`src/rtl/sc_issue_pkg.sv`:
```
// sc_issue_pkg: shared constants and types for the SimpleCore issue stage.
//   SC_WORD_SIZE       default datapath width
//   sc_alu_e           ALU operation codes understood by the downstream ALU
//   OPC_* / F3_* / F7_* RV32I OP / OP-IMM encoding fields
//   dec_ctl_t          control bundle produced by the decoder
package sc_issue_pkg;

  localparam int SC_WORD_SIZE = 32;

  typedef enum logic [2:0] {
    SC_ALU_ADD = 3'd0,
    SC_ALU_SUB = 3'd1,
    SC_ALU_AND = 3'd2,
    SC_ALU_OR  = 3'd3,
    SC_ALU_XOR = 3'd4,
    SC_ALU_SLL = 3'd5,
    SC_ALU_SRL = 3'd6,
    SC_ALU_SRA = 3'd7
  } sc_alu_e;

  localparam logic [6:0] OPC_OP     = 7'b0110011;
  localparam logic [6:0] OPC_OP_IMM = 7'b0010011;

  localparam logic [2:0] F3_ADD  = 3'b000;
  localparam logic [2:0] F3_SLL  = 3'b001;
  localparam logic [2:0] F3_SLT  = 3'b010;
  localparam logic [2:0] F3_SLTU = 3'b011;
  localparam logic [2:0] F3_XOR  = 3'b100;
  localparam logic [2:0] F3_SR   = 3'b101;
  localparam logic [2:0] F3_OR   = 3'b110;
  localparam logic [2:0] F3_AND  = 3'b111;

  localparam logic [6:0] F7_ZERO = 7'b0000000;
  localparam logic [6:0] F7_ALT  = 7'b0100000;

  typedef struct packed {
    sc_alu_e op;
    logic    use_rs2;  // rs2 read by this instruction (OP only)
    logic    is_imm;   // operand b / shamt come from the instruction word
    logic    is_shift; // operand b is a 5-bit shift amount
    logic    swap_ab;  // SUB: ALU computes b-a, so rs1 goes to b
    logic    illegal;
  } dec_ctl_t;

endpackage

```
`src/rtl/sc_issue_decode.sv`:
```
// sc_issue_decode: purely combinational RV32I OP / OP-IMM decoder.
//   i_inst  instruction word
//   o_ctl   decoded control bundle (op, use_rs2, is_imm, is_shift, swap_ab, illegal)
//   o_imm   I-type immediate sign-extended to W bits
module sc_issue_decode
  import sc_issue_pkg::*;
#(
  parameter int W = SC_WORD_SIZE
) (
  input  logic [31:0]  i_inst,
  output dec_ctl_t     o_ctl,
  output logic [W-1:0] o_imm
);

  logic [6:0] w_opc;
  logic [6:0] w_f7;
  logic [2:0] w_f3;
  logic       w_is_op;
  logic       w_is_imm;
  logic       w_bad;

  assign w_opc    = i_inst[6:0];
  assign w_f3     = i_inst[14:12];
  assign w_f7     = i_inst[31:25];
  assign w_is_op  = (w_opc == OPC_OP);
  assign w_is_imm = (w_opc == OPC_OP_IMM);
  assign o_imm    = {{(W-12){i_inst[31]}}, i_inst[31:20]};

  always_comb begin
    o_ctl         = '0;
    o_ctl.op      = SC_ALU_ADD;
    o_ctl.is_imm  = w_is_imm;
    o_ctl.use_rs2 = w_is_op;
    w_bad         = 1'b0;
    // funct7 is only an opcode extension for OP and for immediate shifts;
    // for the other OP-IMM forms those bits belong to the immediate.
    case (w_f3)
      F3_ADD: begin
        if (w_is_op && w_f7 == F7_ALT) begin
          o_ctl.op      = SC_ALU_SUB;
          o_ctl.swap_ab = 1'b1;
        end else begin
          w_bad = w_is_op && (w_f7 != F7_ZERO);
        end
      end
      F3_SLL: begin
        o_ctl.op       = SC_ALU_SLL;
        o_ctl.is_shift = 1'b1;
        w_bad          = (w_f7 != F7_ZERO);
      end
      F3_SLT, F3_SLTU: w_bad = 1'b1;
      F3_XOR: begin
        o_ctl.op = SC_ALU_XOR;
        w_bad    = w_is_op && (w_f7 != F7_ZERO);
      end
      F3_SR: begin
        o_ctl.op       = (w_f7 == F7_ALT) ? SC_ALU_SRA : SC_ALU_SRL;
        o_ctl.is_shift = 1'b1;
        w_bad          = (w_f7 != F7_ZERO) && (w_f7 != F7_ALT);
      end
      F3_OR: begin
        o_ctl.op = SC_ALU_OR;
        w_bad    = w_is_op && (w_f7 != F7_ZERO);
      end
      F3_AND: begin
        o_ctl.op = SC_ALU_AND;
        w_bad    = w_is_op && (w_f7 != F7_ZERO);
      end
    endcase
    o_ctl.illegal = ~(w_is_op | w_is_imm) | w_bad;
  end

endmodule

```
`src/rtl/sc_issue.sv`:
```
// sc_issue: decode/issue stage feeding the 1-cycle registered SimpleCore ALU.
//   clk, rst_n                 clock, async active-low reset
//   flush_in                   kills everything in E and W
//   inst_valid_in/inst_in      instruction handshake input, inst_ready_out back
//   rf_rs*_addr_out/_data_in   two async register-file read ports
//   alu_op/a/b_out             registered ALU inputs (E stage)
//   wb_en_out/wb_rd_out        regfile write control aligned with ALU result (W)
//   illegal_out                one-cycle pulse in the W slot of an illegal instruction
// No forwarding: a reader waits until the writer has left W.
module sc_issue
  import sc_issue_pkg::*;
#(
  parameter int WORD_SIZE = SC_WORD_SIZE
) (
  input  logic                 clk,
  input  logic                 rst_n,
  input  logic                 flush_in,
  input  logic                 inst_valid_in,
  input  logic [31:0]          inst_in,
  output logic                 inst_ready_out,
  output logic [4:0]           rf_rs1_addr_out,
  output logic [4:0]           rf_rs2_addr_out,
  input  logic [WORD_SIZE-1:0] rf_rs1_data_in,
  input  logic [WORD_SIZE-1:0] rf_rs2_data_in,
  output logic [2:0]           alu_op_out,
  output logic [WORD_SIZE-1:0] alu_a_out,
  output logic [WORD_SIZE-1:0] alu_b_out,
  output logic                 wb_en_out,
  output logic [4:0]           wb_rd_out,
  output logic                 illegal_out
);

  dec_ctl_t             w_ctl;
  logic [WORD_SIZE-1:0] w_imm;
  logic [4:0]           w_rs1, w_rs2, w_rd;
  logic                 w_haz1, w_haz2, w_accept;
  logic [WORD_SIZE-1:0] w_a, w_b;

  // E stage
  logic                 r_e_vld, r_e_wb, r_e_ill;
  logic [4:0]           r_e_rd;
  logic [2:0]           r_alu_op;
  logic [WORD_SIZE-1:0] r_alu_a, r_alu_b;
  // W stage
  logic                 r_wb_en, r_ill;
  logic [4:0]           r_wb_rd;

  sc_issue_decode #(.W(WORD_SIZE)) u_dec (
    .i_inst (inst_in),
    .o_ctl  (w_ctl),
    .o_imm  (w_imm)
  );

  assign w_rs1 = inst_in[19:15];
  assign w_rs2 = inst_in[24:20];
  assign w_rd  = inst_in[11:7];
  assign rf_rs1_addr_out = w_rs1;
  assign rf_rs2_addr_out = w_rs2;

  // r_e_wb / r_wb_en already exclude x0 and illegal slots, so they mark
  // exactly the pending writes a reader must wait for.
  assign w_haz1 = (w_rs1 != 5'd0) &&
                  ((r_e_wb && r_e_rd == w_rs1) || (r_wb_en && r_wb_rd == w_rs1));
  assign w_haz2 = w_ctl.use_rs2 && (w_rs2 != 5'd0) &&
                  ((r_e_wb && r_e_rd == w_rs2) || (r_wb_en && r_wb_rd == w_rs2));

  assign inst_ready_out = ~flush_in & ~w_haz1 & ~w_haz2;
  assign w_accept       = inst_valid_in & inst_ready_out;

  always_comb begin
    w_a = rf_rs1_data_in;
    w_b = rf_rs2_data_in;
    if (w_ctl.swap_ab) begin
      w_a = rf_rs2_data_in;
      w_b = rf_rs1_data_in;
    end else if (w_ctl.is_shift) begin
      w_b = {{(WORD_SIZE-5){1'b0}}, (w_ctl.is_imm ? inst_in[24:20] : rf_rs2_data_in[4:0])};
    end else if (w_ctl.is_imm) begin
      w_b = w_imm;
    end
  end

  always_ff @(posedge clk or negedge rst_n) begin
    if (!rst_n) begin
      r_e_vld  <= 1'b0;
      r_e_wb   <= 1'b0;
      r_e_ill  <= 1'b0;
      r_e_rd   <= 5'd0;
      r_alu_op <= 3'd0;
      r_alu_a  <= '0;
      r_alu_b  <= '0;
    end else begin
      // flush forces ready low, so accept never coincides with it
      r_e_vld <= w_accept;
      r_e_wb  <= w_accept & ~w_ctl.illegal & (w_rd != 5'd0);
      r_e_ill <= w_accept & w_ctl.illegal;
      if (w_accept) begin
        r_e_rd   <= w_rd;
        r_alu_op <= w_ctl.op;
        r_alu_a  <= w_a;
        r_alu_b  <= w_b;
      end
    end
  end

  always_ff @(posedge clk or negedge rst_n) begin
    if (!rst_n) begin
      r_wb_en <= 1'b0;
      r_ill   <= 1'b0;
      r_wb_rd <= 5'd0;
    end else begin
      r_wb_en <= r_e_vld & r_e_wb & ~flush_in;
      r_ill   <= r_e_vld & r_e_ill & ~flush_in;
      if (r_e_vld) r_wb_rd <= r_e_rd;
    end
  end

  assign alu_op_out = r_alu_op;
  assign alu_a_out  = r_alu_a;
  assign alu_b_out  = r_alu_b;
  assign wb_rd_out  = r_wb_rd;
  // a flush also kills the slot currently sitting in W
  assign wb_en_out   = r_wb_en & ~flush_in;
  assign illegal_out = r_ill & ~flush_in;

endmodule
```
`config.mk`:
```
export PLATFORM = sky130hd
export DESIGN_NAME = sc_issue
export DESIGN_NICKNAME = d
export VERILOG_FILES = /design/src/rtl/sc_issue_pkg.sv /design/src/rtl/sc_issue_decode.sv /design/src/rtl/sc_issue.sv
export SDC_FILE = /design/constraint.sdc
export NUM_CORES = 1
export LEC_CHECK = 0
export BUFFER_PORTS_ARGS = -buffer_cell sky130_fd_sc_hd__buf_4
export CAP_MARGIN = 25
export CORE_UTILIZATION = 40
export CTS_BUF_LIST = sky130_fd_sc_hd__clkbuf_16
export CTS_CLUSTER_SIZE = 10
export DETAILED_ROUTE_END_ITERATION = 8
export GPL_ROUTABILITY_DRIVEN = 0
export HOLD_SLACK_MARGIN = 0.03
export PLACE_DENSITY_LB_ADDON = 0.15
export SLEW_MARGIN = 5
export SYNTH_ARGS = -nofsm -noshare
export SYNTH_HDL_FRONTEND = slang
export SYNTH_SLANG_ARGS = --single-unit
```
`constraint.sdc`:
```
create_clock -name clk -period 2.7 [get_ports clk]
set_input_delay 0.54 -clock clk [delete_from_list [all_inputs] [get_ports clk]]
set_output_delay 0.54 -clock clk [all_outputs]
set_load 0.05 [all_outputs]
```
==> impl_metrics.env <==
export IMPL_die_area_um2=11900
export IMPL_synth_top_area_share_pct=44.8
export IMPL_drive_gt1_share_pct=43.5
export IMPL_clockBufferDepth=2
export IMPL_path_class="flip-flop to output pin"
export IMPL_r2r_start="r_e_rd[3]"
export IMPL_ctsHtreeMaxLevel=3
export IMPL_start_kind="flip-flop"
export IMPL_grt_overflow=0
export IMPL_rows=38
export IMPL_grt_pass1_vias=3867
export IMPL_cts_resized=0
export IMPL_grt_max_degree=46
export IMPL_arrival_ns=1.81
export IMPL_worstSkewPairLatency_ns=0.33
export IMPL_clk_pin_slew_ns=0.06
export IMPL_avgRoutedWirePerCell_um=15.6
export IMPL_drc=0
export IMPL_peakVddDrop_mv=0.385
export IMPL_end_kind="output pin"
export IMPL_start_util_pct=41.7
export IMPL_period_share_pct=87.0
export IMPL_cts_sinks=82
export IMPL_pin_count=185
export IMPL_initialDrtViolationCount=177
export IMPL_reg2regPathDepth=7
export IMPL_cts_hold_buffers=0
export IMPL_dp_hpwl_um=9160
export IMPL_synth_most_common_cell="nand2_1"
export IMPL_place_inst=777
export IMPL_cts_tree="built"
export IMPL_first_pass_iters=5
export IMPL_setup_viol=0
export IMPL_fin_util_pct=57.8
export IMPL_synthArstFlopShare_pct=100
export IMPL_status="finished clean"
export IMPL_syn_nets=576
export IMPL_die_h_um=109
export IMPL_avgSynthCellArea_um2=9.62
export IMPL_synth_distinct_cells=31
export IMPL_synth_top_area_cell="dfrtp_1"
export IMPL_postRouteAntennaNets=0
export IMPL_setup_tns_ns=0
export IMPL_synth_edf_count=0
export IMPL_relSlewSlack_pct=39.4
export IMPL_combPwrFrac_pct=35.5
export IMPL_final_max_slew_violation_count=0
export IMPL_grt_usage_pct=21.2
export IMPL_design_core_area_um2=11000
export IMPL_synthTopCellsByArea="dfrtp_1 (45%), mux2_2 (16%), nand2_1 (8.8%)"
export IMPL_min_period_ns=2.35
export IMPL_cp_required_ns=2.16
export IMPL_area_growth_pct=38.8
export IMPL_sw_frac_of_total_pct=37.4
export IMPL_p_per_area_nw_per_um2=675
export IMPL_synth_flop_cell="dfrtp_1"
export IMPL_cp_max_fo=4
export IMPL_rsz0062_at_grt="false"
export IMPL_tightest_slew_ns=0.909
export IMPL_power_frac_clock_pct=28.6
export IMPL_grt_first_pass_wirelength_um=19300
export IMPL_cts_setup_buffers=0
export IMPL_vias=3976
export IMPL_die_x_um=109
export IMPL_final_cells=793
export IMPL_fin_nets=748
export IMPL_skew_ns=0.00722
export IMPL_synth_cells=476
export IMPL_seq_power_share_pct=35.9
export IMPL_synth_seq_cells=82
export IMPL_drt_wl_total_um=12400
export IMPL_p_leak_nw=3.23
export IMPL_fmax_ghz=0.426
export IMPL_synth_common_cells="nand2_1 (107), dfrtp_1 (82), mux2_2 (65)"
export IMPL_reg2reg_to="alu_b_out[26]"
export IMPL_hold_path_class="primary input to asynchronous set/reset pin"
export IMPL_internal_power_mw=2.69
export IMPL_hold_violations=0
export IMPL_vias_per_cell=5.01
export IMPL_io_buffers=184
export IMPL_r2r_setup_slack_ns=0.73
export IMPL_syn_area_um2=4580
export IMPL_yosys_warnings=0
export IMPL_cts_inserted_buffers=9
export IMPL_antenna_found_initial=0
export IMPL_p_switching_mw=1.60
export IMPL_cap_viol_max_count=0
export IMPL_clk_root_buffer_cell="clkbuf_16"
export IMPL_antenna_cells=0
export IMPL_ys_seq_area_share_pct=44.8
## area by class of cell
class                           instances  area [µm²]
Tap cell                              140         175
Clock buffer                            9         225
Sequential cell                        82        2050
Timing Repair Buffer                  196        1550
Fill cell                             996        4630
Clock inverter                          7        70.1
Inverter                               14        52.6
Multi-Input combinational cell        345        2230
## metal layers
metal  routed length (µm)  global-route usage [%]
met1                 5260                    26.8
met2                 6130                    35.7
met3                  825                    4.66
met4                  148                    6.66
met5                    0                       0
## state kept, by name, indices dropped and copies added, names as in the netlist
signal	count
r_wb_en	1
wb_rd_out	5
r_e_rd	5
r_e_wb	1
r_e_ill	1
alu_op_out	3
r_ill	1
r_e_vld	1
alu_a_out	32
alu_b_out	32
## power groups by stage
stage          clock, mW  sequential (mW)  combinational [mW]
5_1_grt             1.30             1.57                1.60
2_1_floorplan          0             2.15               0.382
3_3_place_gp           0             1.56                1.51
3_5_place_dp           0             1.56                1.53
6_report            1.23             1.54                1.52
4_1_cts             1.25             1.54                1.54
## cell usage in the layout, fill, tap and decap left out, drive strengths merged, types with 2 or more instances in the layout
cell,netlist,final
mux2i,23,23
nor3,9,9
a21oi,32,32
and3b,3,3
buf,32,196
nor2,52,52
nor2b,3,3
and2,2,2
nand3,5,5
xnor2,20,20
clkbuf,3,9
nand2,107,107
mux2,65,65
o21ai,7,7
dfrtp,82,82
inv,14,14
nand3b,2,2
nand4,5,5
clkinv,0,3
clkinvlp,0,3
o22ai,2,2
## critical path: stages, from the launching register on
cell	delay, ns
dfrtp_1	0.44
xnor2_1	0.15
nand4_1	0.10
o22ai_1	0.08
a21oi_1	0.32
and2_1	0.19
buf_4	0.20
## worst max-delay path by stage
stage	to	start	slack, ns	cells past startpoint
after CTS	inst_ready_out	wb_rd_out[3]	0.32	6
after detailed placement	alu_b_out[15]	inst_in[28]	0.27	8
final	inst_ready_out	wb_rd_out[3]	0.35	6
after global placement	alu_b_out[27]	inst_in[28]	0.30	8
after floorplan	inst_ready_out	wb_rd_out[3]	0.61	5
after global routing	inst_ready_out	wb_rd_out[3]	0.16	6
## per-stage QoR
step / hold slack (ns) / cell area, µm² / setup WS [ns] / power, mW
2_1_floorplan: 0.244 / 4580 / 0.612 / 2.53
3_3_place_gp: 0.482 / 6060 / 0.303 / 3.07
3_5_place_dp: 0.482 / 6060 / 0.266 / 3.10
4_1_cts: 0.191 / 6350 / 0.315 / 4.33
5_1_grt: 0.213 / 6350 / 0.155 / 4.47
6_report: 0.166 / 6350 / 0.350 / 4.29
## logic make-up (layout without fill, tap and decap cells)
family          after synthesis  in the layout  share of synthesized area [%]
simple gates                193            193                           18.3
mux                          88             88                           21.0
flops                        82             82                           44.8
buf+inv                      49            226                           6.91
compound gates               44             44                           5.17
xor+xnor                     20             20                           3.83
Note: power is estimated with default switching activity, not from simulation.
